$ cat src/rtl/fetch_to_decode_receiver.sv
// Decode-side endpoint of the fetch-to-decode bus: strobes packets off the bus into a small FIFO
// and hands them to the decoder on valid/ready. Optional counters are enabled with `define RX_STATS_EN.
module fetch_to_decode_receiver #(
  parameter int PKT_W = 64,
  parameter int DEPTH = 4,
  parameter int CNT_W = $clog2(DEPTH + 1)
) (
  input  logic             clk,
  input  logic             rst_n,
  input  logic             bus_busy,
  input  logic [PKT_W-1:0] bus_data,
  output logic             bus_recv,
  input  logic             flush,
  output logic             dec_valid,
  output logic [PKT_W-1:0] dec_data,
  input  logic             dec_ready,
  output logic [CNT_W-1:0] occupancy,
  output logic [31:0]      stat_accepted,
  output logic [31:0]      stat_dropped
);

  localparam int PTR_W = $clog2(DEPTH);

  typedef enum logic {ACTIVE, FLUSH} state_t;

  state_t           state, state_nxt;
  logic [PKT_W-1:0] mem [DEPTH];
  logic [PTR_W-1:0] wr_ptr, rd_ptr;
  logic [CNT_W-1:0] cnt;
  logic             pop, pop_eff, space, accept;

  assign dec_valid = (cnt != '0);
  assign dec_data  = dec_valid ? mem[rd_ptr] : '0;
  assign occupancy = cnt;

  always_ff @(posedge clk or negedge rst_n) begin
    if (!rst_n) state <= ACTIVE;
    else        state <= state_nxt;
  end

  // A flush seen in either state (re)starts the one-cycle FLUSH window that swallows the stale fetch.
  always_comb begin
    state_nxt = ACTIVE;
    pop       = dec_valid && dec_ready;
    pop_eff   = 1'b0;
    space     = 1'b0;
    bus_recv  = 1'b0;
    accept    = 1'b0;
    if (flush) state_nxt = FLUSH;
    pop_eff  = pop && !flush;
    space    = (cnt < CNT_W'(DEPTH)) || pop;
    bus_recv = rst_n && bus_busy && ((state == FLUSH) || flush || space);
    accept   = bus_recv && (state == ACTIVE) && !flush;
  end

  always_ff @(posedge clk) begin
    if (accept) mem[wr_ptr] <= bus_data;
  end

  always_ff @(posedge clk or negedge rst_n) begin
    if (!rst_n) begin
      wr_ptr <= '0;
      rd_ptr <= '0;
      cnt    <= '0;
    end else if (flush) begin
      wr_ptr <= '0;
      rd_ptr <= '0;
      cnt    <= '0;
    end else begin
      if (accept)  wr_ptr <= wr_ptr + PTR_W'(1);
      if (pop_eff) rd_ptr <= rd_ptr + PTR_W'(1);
      cnt <= cnt + CNT_W'(accept) - CNT_W'(pop_eff);
    end
  end

`ifdef RX_STATS_EN
  logic        discard;
  logic [31:0] acc_q, drop_q;

  // Every strobed packet that is not written is a drop; a flush also drops whatever is buffered.
  assign discard = bus_recv && !accept;

  always_ff @(posedge clk or negedge rst_n) begin
    if (!rst_n) begin
      acc_q  <= '0;
      drop_q <= '0;
    end else begin
      acc_q <= acc_q + 32'(accept);
      if (flush) drop_q <= drop_q + 32'(cnt) + 32'(discard);
      else       drop_q <= drop_q + 32'(discard);
    end
  end

  assign stat_accepted = acc_q;
  assign stat_dropped  = drop_q;
`else
  assign stat_accepted = 32'h0;
  assign stat_dropped  = 32'h0;
`endif

endmodule

$ cat config.mk
export PLATFORM = sky130hd
export DESIGN_NAME = fetch_to_decode_receiver
export DESIGN_NICKNAME = d
export VERILOG_FILES = /design/src/rtl/fetch_to_decode_receiver.sv
export SDC_FILE = /design/constraint.sdc
export NUM_CORES = 1
export LEC_CHECK = 0
export BUFFER_PORTS_ARGS = -buffer_cell sky130_fd_sc_hd__buf_2
export CAP_MARGIN = 10
export CORE_UTILIZATION = 50
export DETAILED_ROUTE_END_ITERATION = 12
export PLACE_DENSITY = 0.83
export SYNTH_ARGS = -nofsm -noshare
export SYNTH_HDL_FRONTEND = slang
export SYNTH_SLANG_ARGS = --single-unit
$ cat constraint.sdc
create_clock -name clk -period 7.4 [get_ports clk]
set_clock_uncertainty 0.05 [all_clocks]
set_input_delay 1.11 -clock clk [delete_from_list [all_inputs] [get_ports clk]]
set_output_delay 1.11 -clock clk [all_outputs]
set_load 0.02 [all_outputs]
==> results of run 1 <==
[path summary, 6_finish.rpt]
kind | from | endpoint | cells after the start
max in group asynchronous | rst_n | rd_ptr[1] | 1
min in group clk | wr_ptr[1] | wr_ptr[1] | 2
min | rst_n | occupancy[2] | 1
max | rd_ptr[0] | dec_data[5] | 5
min reg2reg | wr_ptr[1] | wr_ptr[1] | 2
max reg2reg | occupancy[2] | occupancy[2] | 11
[power by group]
part           leakage [nW]  switching (mW)  total [mW]  internal [mW]
clock                 0.459           0.525        1.36          0.835
combinational          1.51           0.608        1.03          0.420
sequential             2.41          0.0416        1.70           1.66
[flip-flops by register name, summed over array words and instances, names as in the netlist]
| signal | cells |
|---|---|
| rd_ptr | 2 |
| state | 1 |
| wr_ptr | 2 |
| occupancy | 3 |
| mem | 256 |
[kinds of logic (layout without fill, tap and decap cells)]
group / count (synthesis) / count (layout)
other cells: 1 / 65
simple gates: 86 / 86
mux: 66 / 66
compound gates: 3 / 3
xor+xnor: 3 / 3
fa+ha+maj: 7 / 7
buf+inv: 91 / 193
flops: 264 / 264
[metrics by stage]
step	cells	utilization, %
finish	957	59.6
detailed placement	906	55.0
global route	956	59.6
floorplan	584	-
global placement	906	55.0
CTS	955	59.5
[worst max-delay path: stages, from the launching register on]
cell	delay [ns]
dfrtp_4	0.56
buf_4	0.54
buf_16	0.30
mux4_2	0.53
and2_1	0.19
buf_2	0.16
[layer usage]
| layer | wire, um | global-route usage (%) | share of wire (%) |
|---|---|---|---|
| met1 | 7510 | 22.3 | 41 |
| met2 | 9160 | 29.7 | 50 |
| met3 | 1230 | 3.92 | 6.7 |
| met4 | 250 | 3.76 | 1.4 |
| met5 | 13 | 0 | 0.072 |
[layout by cell type (no fill, tap or decap), types with 2 or more instances in the layout]
cell | Yosys | final
dfrtp_1 | 8 | 6
nand2b_1 | 2 | 2
clkinv_2 | 0 | 9
conb_1 | 1 | 64
ha_1 | 6 | 6
clkbuf_16 | 0 | 27
and2_4 | 0 | 4
bufinv_16 | 0 | 4
nor3_1 | 2 | 2
and2_1 | 69 | 65
clkinv_4 | 0 | 2
nor2b_1 | 2 | 2
clkinv_1 | 0 | 3
mux4_2 | 64 | 64
clkbuf_8 | 0 | 3
dfrtp_4 | 0 | 2
nor2_1 | 8 | 8
xor2_1 | 3 | 3
buf_2 | 8 | 137
edfxtp_1 | 256 | 256
inv_1 | 5 | 5
[cell type report]
class                      count  area [um^2]  share of cell area [%]
antenna                        1         2.50                  0.0204
clock buffer                  30          717                    5.85
clock inverter                19          201                    1.64
inverter                       5         18.8                   0.153
multi-input combinational    229         2370                    19.3
sequential                   264         7900                    64.4
tap                          270          338                    2.75
timing repair buffer         139          721                    5.88
==> run summary, run 1 <==
status = finished, final reports clean
CP max FO = 29
Total Routing Usage GR = 17.2%
Ys Warns = 0
DRT iter0 DRCs = 252
post-synthesis xor/xnor area fraction = 0.247%
nets = 742
Hold Crit Class = in2async
first-pass GRT wire length = 28800 um
Post-synth EDFFs = 256
largest net degree at the start of global routing = 66
max-cap viol count = 0
die area = 21900 um^2
post-detailed-route count of antenna-violating nets = 0
most frequent cell after synthesis = edfxtp_1
Compound-Gate Fraction of Synth Area = 0.200%
Final Hold Fails = 0
final worst-path cycle share = 53.8%
Num CTS Buffers = 27
ys async rst share = 3.03%
area of the mapped netlist = 10600 um^2
Sink Count = 264
FMAX = 0.251 GHz
VDD IR-drop max = 0.000501 V
post-synthesis simple-gate area fraction = 4.82%
initial core utilization = 51.7%
ranking of synthesized cells by area = edfxtp_1, mux4_2, buf_4, and2_1, dfrtp_1
total congestion overflow = 0
Seq/Total Area, Yosys = 74.1%
WS Path Type = reg2out
chip height = 148 um
final setup margin = 3.42 ns
synth unique cells = 25
area delta synth->final = 15.3%
slew margin rel. = 21.2%
fraction of layout cells with a size suffix above 1 = 37.5%
Synth top area share = 72.3%
Vias = 4962
hold slack = 0.392 ns
Clock Latency Late Sink = 0.51 ns
adder-cell share of the synthesized area = 0.894%
HPWL Detailed = 10200 um
Final setup viols = 0
R2R Setup Slk = 4.39 ns
row cnt = 52
Routed WL = 18200 um
Post-CTS Hold Fix Bufs = 0
Post-Place Worst Slack = 3.61 ns
fin area = 12300 um^2
Synth Area per Inst = 20.4 um^2
Final Critical Period = 3.98 ns
vias in the first global route = 5322
PortBufs = 137
drt drc = 0
clk slew on worst S/H paths = 0.06 ns
CP required = 6.24 ns
routability cong. = 0.750
CP endpoint kind = output port
H-tree levels = 1
Via density = 5.18
post-CTS setup buffers = 0
TritonCTS clock tree = yes
Pre-Repair DR Iteration Count = 4
Cell Area, Placed = 11300 um^2
clk root buf = clkbuf_16
Ports = 202
WL/cell = 19.0 um
RSZ-0062 raised after global routing = false
initial antenna violation count = 3
Worst EP arrival = 2.82 ns
final setup TNS = 0 ns
multiplexer share of the synthesized area = 13.7%
Post-CTS Resized = 0
Synth Instances = 521
die span in x = 148 um
Clock Path Buffers = 3
Core Box Area = 20600 um^2
Power Total = 4.09 mW
cell type with the largest total area after synthesis = edfxtp_1
Worst Max-Slew Pin Slew = 1.18 ns
startpoint types = register
Leakage = 4.38 nW
largest family of logic cells by synthesized area = multiplexers
fillers = 1511
synth cell count leaders = edfxtp_1, and2_1, buf_4, mux4_2, clkbuf_1
Yosys reg bits = 264
Main synth FF type = edfxtp_1
PwrDens = 334 nW/um^2
Slew Viols, Final = 0
Power figures use the tool's default switching activity.
==> run 2, diff against run 1 <==
- PLACE_DENSITY: 0.83 -> 0.86
- clock period: 7.4 -> 3.3 ns (I/O delays scaled with it)
==> run 2 against run 1 <==
Final cell count grew 0.73%. Worst setup slack worse by 3.2 ns. Utilization about the same. Final area about the same. Wire length rose by 3.2%. Critical path depth down 2. Via count grew 1.7%. Largest power group unchanged.
==> run summary, run 2 (same netlist as run 1, synthesis figures left out) <==
status = finished, final reports clean (unchanged)
Sw Share = 29.7% (was 28.7%)
Sink Count = 264 (unchanged)
clk root buf = clkbuf_16 (unchanged)
vias in the first global route = 5363 (was 5322)
final setup TNS = 0 ns (unchanged)
Ports = 202 (unchanged)
Pre-Repair DR Iteration Count = 4 (unchanged)
RSZ-0062 raised after global routing = false (unchanged)
slew margin rel. = 27.9% (was 21.2%)
FMAX = 0.328 GHz
DRT iter0 DRCs = 293 (was 252)
H-tree levels = 1 (unchanged)
Routed WL = 18800 um (was 18200 um)
share of power burned in the clock network = 31.1% (was 33.2%)
Largest Register = mem (unchanged)
Post-CTS Resized = 0 (unchanged)
Final setup viols = 0 (unchanged)
CP required = 2.75 ns (was 6.24 ns)
Via density = 5.23 (was 5.18)
Antenna Cells = 0 (was 1)
die area = 21900 um^2 (unchanged)
chip height = 148 um (unchanged)
WS Path Type = reg2out (unchanged)
Core Box Area = 20600 um^2 (unchanged)
area delta synth->final = 15.3% (about the same)
Slew Viols, Final = 0 (unchanged)
HPWL Detailed = 11100 um (was 10200 um)
Worst Max-Slew Pin Slew = 1.08 ns (was 1.18 ns)
Worst EP arrival = 2.51 ns (was 2.82 ns)
Final Util = 59.7% (was 59.6%)
drt drc = 0 (unchanged)
Num CTS Buffers = 27 (unchanged)
fillers = 1525 (was 1511)
Clock Latency Late Sink = 0.52 ns (was 0.51 ns)
Cell Area, Placed = 11500 um^2 (was 11300 um^2)
clk slew on worst S/H paths = 0.06 ns (about the same)
post-CTS setup buffers = 0 (unchanged)
Final Hold Fails = 0 (unchanged)
initial core utilization = 51.7% (unchanged)
PortBufs = 137 (unchanged)
row cnt = 52 (unchanged)
Hold Crit Class = in2reg (was in2async)
Leakage = 4.36 nW (was 4.38 nW)
nets = 751 (was 742)
startpoint types = register (unchanged)
commonest non-fill, non-tap cell in the layout = edfxtp_1 (unchanged)
CP endpoint kind = output port (unchanged)
max-cap viol count = 0 (unchanged)
fraction of layout cells with a size suffix above 1 = 37.0% (was 37.5%)
Power Internal = 6.26 mW (was 2.92 mW)
post-detailed-route count of antenna-violating nets = 0 (unchanged)
routability cong. = 0.805 (was 0.750)
PwrDens = 726 nW/um^2 (was 334 nW/um^2)
net switching power = 2.65 mW (was 1.17 mW)
TritonCTS clock tree = yes (unchanged)
final worst-path cycle share = 92.4%
Total Routing Usage GR = 17.7% (was 17.2%)
most frequent cells in the layout = edfxtp_1, buf_2, and2_1, mux4_2, conb_1 (unchanged)
fin area = 12300 um^2 (about the same)
largest net degree at the start of global routing = 66 (unchanged)
Vias = 5046 (was 4962)
R2R Setup Slk = 0.64 ns (was 4.39 ns)
Final Critical Period = 3.05 ns
Gate power share = 25.8% (was 25.1%)
first-pass GRT wire length = 29300 um (was 28800 um)
max FFs per register = 256 (unchanged)
VDD IR-drop max = 0.000983 V (was 0.000501 V)
die span in x = 148 um (unchanged)
total congestion overflow = 0 (unchanged)
Sequential Power Share = 43.2% (was 41.7%)
CP max FO = 65 (was 29)
Clock Path Buffers = 3 (unchanged)
initial antenna violation count = 0 (was 3)
WL/cell = 19.5 um (was 19.0 um)
[run 2: path summary, 6_finish.rpt]
path                               from      endpoint  depth (start not counted)
max in group asynchronous         rst_n     rd_ptr[1]                          2
min                        bus_data[55]    mem[3][55]                          1
min in group asynchronous         rst_n  occupancy[0]                          2
max                        occupancy[1]  dec_data[13]                          3
max reg2reg                occupancy[2]  occupancy[2]                         12
min reg2reg                   wr_ptr[1]     wr_ptr[1]                          2
[run 2: layer usage]
| metal | part of all wire [%] | vias up | track usage, % |
|---|---|---|---|
| met5 | 0 | - | 0 |
| met4 | 1.6 | 0 | 4.38 |
| met3 | 7.3 | 27 | 4.07 |
| met2 | 50 | 227 | 30.7 |
| met1 | 41 | 2573 | 22.7 |
| li1 | - | 2219 | - |
[run 2: metrics by stage]
stage	setup slack (ns)	hold WS [ns]	cells	power [mW]
2_1_floorplan	0.183	0.149	584	5.58
4_1_cts	0.208	0.117	964	9.02
6_report	0.249	0.139	964	8.90
5_1_grt	0.133	0.119	964	9.29
3_3_place_gp	0.638	0.286	915	6.19
3_5_place_dp	0.474	0.301	915	6.24
[run 2: cell type report]
type                    count  area [um^2]  share of cell area [%]
flip-flops and latches    264         7900                    64.3
repair buffers            148          846                    6.89
clock inverters            17          114                   0.928
well taps                 270          338                    2.75
multi-input cells         229         2370                    19.3
inverters                   5         18.8                   0.153
clock buffers              31          691                    5.63
[run 2: what timing repair did]
| action | in CTS | in global routing |
|---|---|---|
| endpoints found under the hold margin | 8 | 0 |
| endpoints found under the setup margin | 0 | 0 |
| hold buffers | 1 | 0 |
[run 2: critical path: stages (launching register included)]
cell     delay [ns]
dfrtp_1        0.46
or3_2          0.96
and2_1         0.34
buf_2          0.16
[run 2: power groups by stage]
stage	logic (mW)	registers [mW]	clock network (mW)
after global placement	2.28	3.91	0
after global routing	2.47	3.86	2.96
after CTS	2.33	3.85	2.84
final	2.29	3.84	2.77
after detailed placement	2.32	3.92	0
after floorplan	1.74	3.84	0
==> run 3, diff against run 2 <==
- CORE_ASPECT_RATIO: not set -> 0.8
==> run 3 against run 2 <==
First-iteration DRC count rose by 48%. Final area shrank 0.55%. Die area about the same. Sequential power barely moved. Combinational power increased by 2%. Sequential share of layout area is 0.34 points higher. Highest routed layer unchanged.
==> run summary, run 3 (same netlist as run 1, synthesis figures left out) <==
final setup TNS = 0 ns (unchanged)
Sw Share = 30.2% (was 29.7%)
Slew Viols, Final = 0 (unchanged)
gr busiest metal = met2 (unchanged)
Gate power share = 26.5% (was 25.8%)
Worst path top cell family by delay = simple AND/OR/NAND/NOR gates (unchanged)
RSZ-0062 raised after global routing = false (unchanged)
Final Hold Fails = 0 (unchanged)
PwrDens = 720 nW/um^2 (was 726 nW/um^2)
Final setup viols = 0 (unchanged)
startpoint types = register (unchanged)
GR Util met1 = 24.2% (was 22.7%)
nets = 748 (was 751)
status = finished, final reports clean (unchanged)
area delta synth->final = 14.7% (was 15.3%)
Via density = 5.29 (was 5.23)
Ports = 202 (unchanged)
Core Box Area = 20800 um^2 (was 20600 um^2)
chip height = 132 um (was 148 um)
PortBufs = 137 (unchanged)
Total Routing Usage GR = 17.9% (was 17.7%)
max-cap viol count = 0 (unchanged)
R2R Path End = occupancy[2] (unchanged)
Routed WL = 19200 um (was 18800 um)
CP max FO = 65 (unchanged)
post-detailed-route count of antenna-violating nets = 0 (unchanged)
share of power burned in the clock network = 30.1% (was 31.1%)
FMAX = 0.322 GHz (was 0.328 GHz)
Reg-to-Reg Start = occupancy[2] (unchanged)
WL/cell = 20.0 um (was 19.5 um)
CP endpoint kind = output port (unchanged)
Hold Crit Class = in2reg (unchanged)
clk root buf = clkbuf_16 (unchanged)
Final Critical Period = 3.11 ns (was 3.05 ns)
R2R Setup Slk = 0.51 ns (was 0.64 ns)
final setup margin = 0.194 ns (was 0.249 ns)
met3 GRT Util = 4.98% (was 4.07%)
net switching power = 2.65 mW (about the same)
DRT iter0 DRCs = 433 (was 293)
first-pass GRT wire length = 29400 um (was 29300 um)
Largest Register = mem (unchanged)
largest net degree at the start of global routing = 66 (unchanged)
CP required = 2.75 ns (about the same)
TritonCTS clock tree = yes (unchanged)
CP max stage delay = 0.96 ns (about the same)
total congestion overflow = 0 (unchanged)
WP depth = 3 (unchanged)
HPWL Detailed = 11900 um (was 11100 um)
fraction of layout cells with a size suffix above 1 = 36.8% (was 37.0%)
Num CTS Buffers = 25 (was 27)
met2 Use GR = 28.8% (was 30.7%)
max FFs per register = 256 (unchanged)
WS Path Type = reg2out (unchanged)
origin of the worst setup path = occupancy[1] (unchanged)
routability cong. = 0.815 (was 0.805)
Post-Place Worst Slack = 0.483 ns (was 0.474 ns)
initial core utilization = 51.3% (was 51.7%)
initial antenna violation count = 2 (was 0)
r2r worst-path depth = 12 (unchanged)
slew margin rel. = 24.1% (was 27.9%)
commonest non-fill, non-tap cell in the layout = edfxtp_1 (unchanged)
die span in x = 165 um (was 148 um)
Worst Max-Slew Pin Slew = 1.14 ns (was 1.08 ns)
critical-path cell list = or3_2 -> and2_1 -> buf_2 (unchanged)
row cnt = 47 (was 52)
H-tree levels = 1 (unchanged)
Leakage = 4.34 nW (was 4.36 nW)
fillers = 1497 (was 1525)
Hold Path Origin = bus_data[2] (was bus_data[55])
Vias = 5092 (was 5046)
Worst EP arrival = 2.56 ns (was 2.51 ns)
Power Internal = 6.13 mW (was 6.26 mW)
slowest cell on the critical path = or3_2 (unchanged)
Clock Path Buffers = 3 (unchanged)
Pre-Repair DR Iteration Count = 5 (was 4)
Sequential Power Share = 43.5% (was 43.2%)
WP buf/inv = 1 (unchanged)
vias in the first global route = 5314 (was 5363)
crit path to = dec_data[57] (was dec_data[13])
VDD IR-drop max = 0.00104 V (was 0.000983 V)
die area = 21900 um^2 (about the same)
Clock Latency Late Sink = 0.52 ns (about the same)
most frequent cells in the layout = edfxtp_1, buf_2, and2_1, mux4_2, conb_1 (unchanged)
drt drc = 0 (unchanged)
Sink Count = 264 (unchanged)
final worst-path cycle share = 94.1% (was 92.4%)
clk slew on worst S/H paths = 0.07 ns (was 0.06 ns)
[run 3: cell count changes in the layout (fill, tap and decap cells not counted), sizes merged]
cell / previous run / this run
clkinv: 12 / 15
clkinvlp: 3 / 2
diode: 0 / 2
clkbuf: 31 / 27
buf: 147 / 146
[run 3: how the worst min path moves through the flow]
stage	endpoint	slack [ns]	depth (start not counted)
2_1_floorplan	occupancy[0]	0.15	0
3_3_place_gp	occupancy[0]	0.29	1
3_5_place_dp	occupancy[1]	0.30	1
4_1_cts	mem[1][2]	0.12	1
5_1_grt	mem[3][53]	0.12	1
6_report	mem[1][2]	0.14	1
[run 3: timing repair]
action / CTS / global route
hold buffers: 1 / 0
resized for setup: 0 / 0
endpoints found under the hold margin: 8 / 0
buffers inserted: 0 / 0
[run 3: power by group through the flow]
stage               Clock, mW  Sequential, mW  Combinational (mW)
floorplan                   0            3.84                1.74
global placement            0            3.89                2.30
detailed placement          0            3.89                2.36
CTS                      2.69            3.82                2.37
global route             2.80            3.83                2.52
finish                   2.64            3.82                2.33
[run 3: final cells by class]
cell class	count	area (um^2)	share of cell area, %
clock inverters	19	123	1.00
multi-input cells	229	2370	19.4
inverters	5	18.8	0.154
well taps	269	337	2.76
clock buffers	27	633	5.19
diodes	2	5.00	0.0410
flip-flops and latches	264	7890	64.7
repair buffers	147	826	6.77
[run 3: layer usage]
| layer | share of wire [%] | vias to the layer above |
|---|---|---|
| met5 | 0 | - |
| met4 | 2.2 | 0 |
| met3 | 9.4 | 36 |
| met2 | 48 | 275 |
| met1 | 40 | 2571 |
| li1 | - | 2210 |
[run 3: stage by stage]
stage,total power [mW],instance area [um^2],utilization (%),std cells,hold slack [ns]
after floorplan,5.58,10900,-,584,0.149
after global placement,6.19,11400,55.1,913,0.286
after detailed placement,6.25,11400,55.1,913,0.300
after CTS,8.88,12200,58.8,960,0.115
after global routing,9.16,12200,58.8,960,0.116
final,8.78,12200,58.8,962,0.138
[run 3: worst register-to-register path, cell delays in order, from the launching register on]
cell and delay [ns]:
dfrtp_1 0.43, nor2b_1 0.20, nor4_1 0.32, buf_4 0.21
inv_1 0.06, ha_1 0.30, inv_1 0.07, ha_1 0.14
inv_1 0.06, fa_1 0.41, xor2_1 0.16, and2_1 0.16
nor3_1 0.14
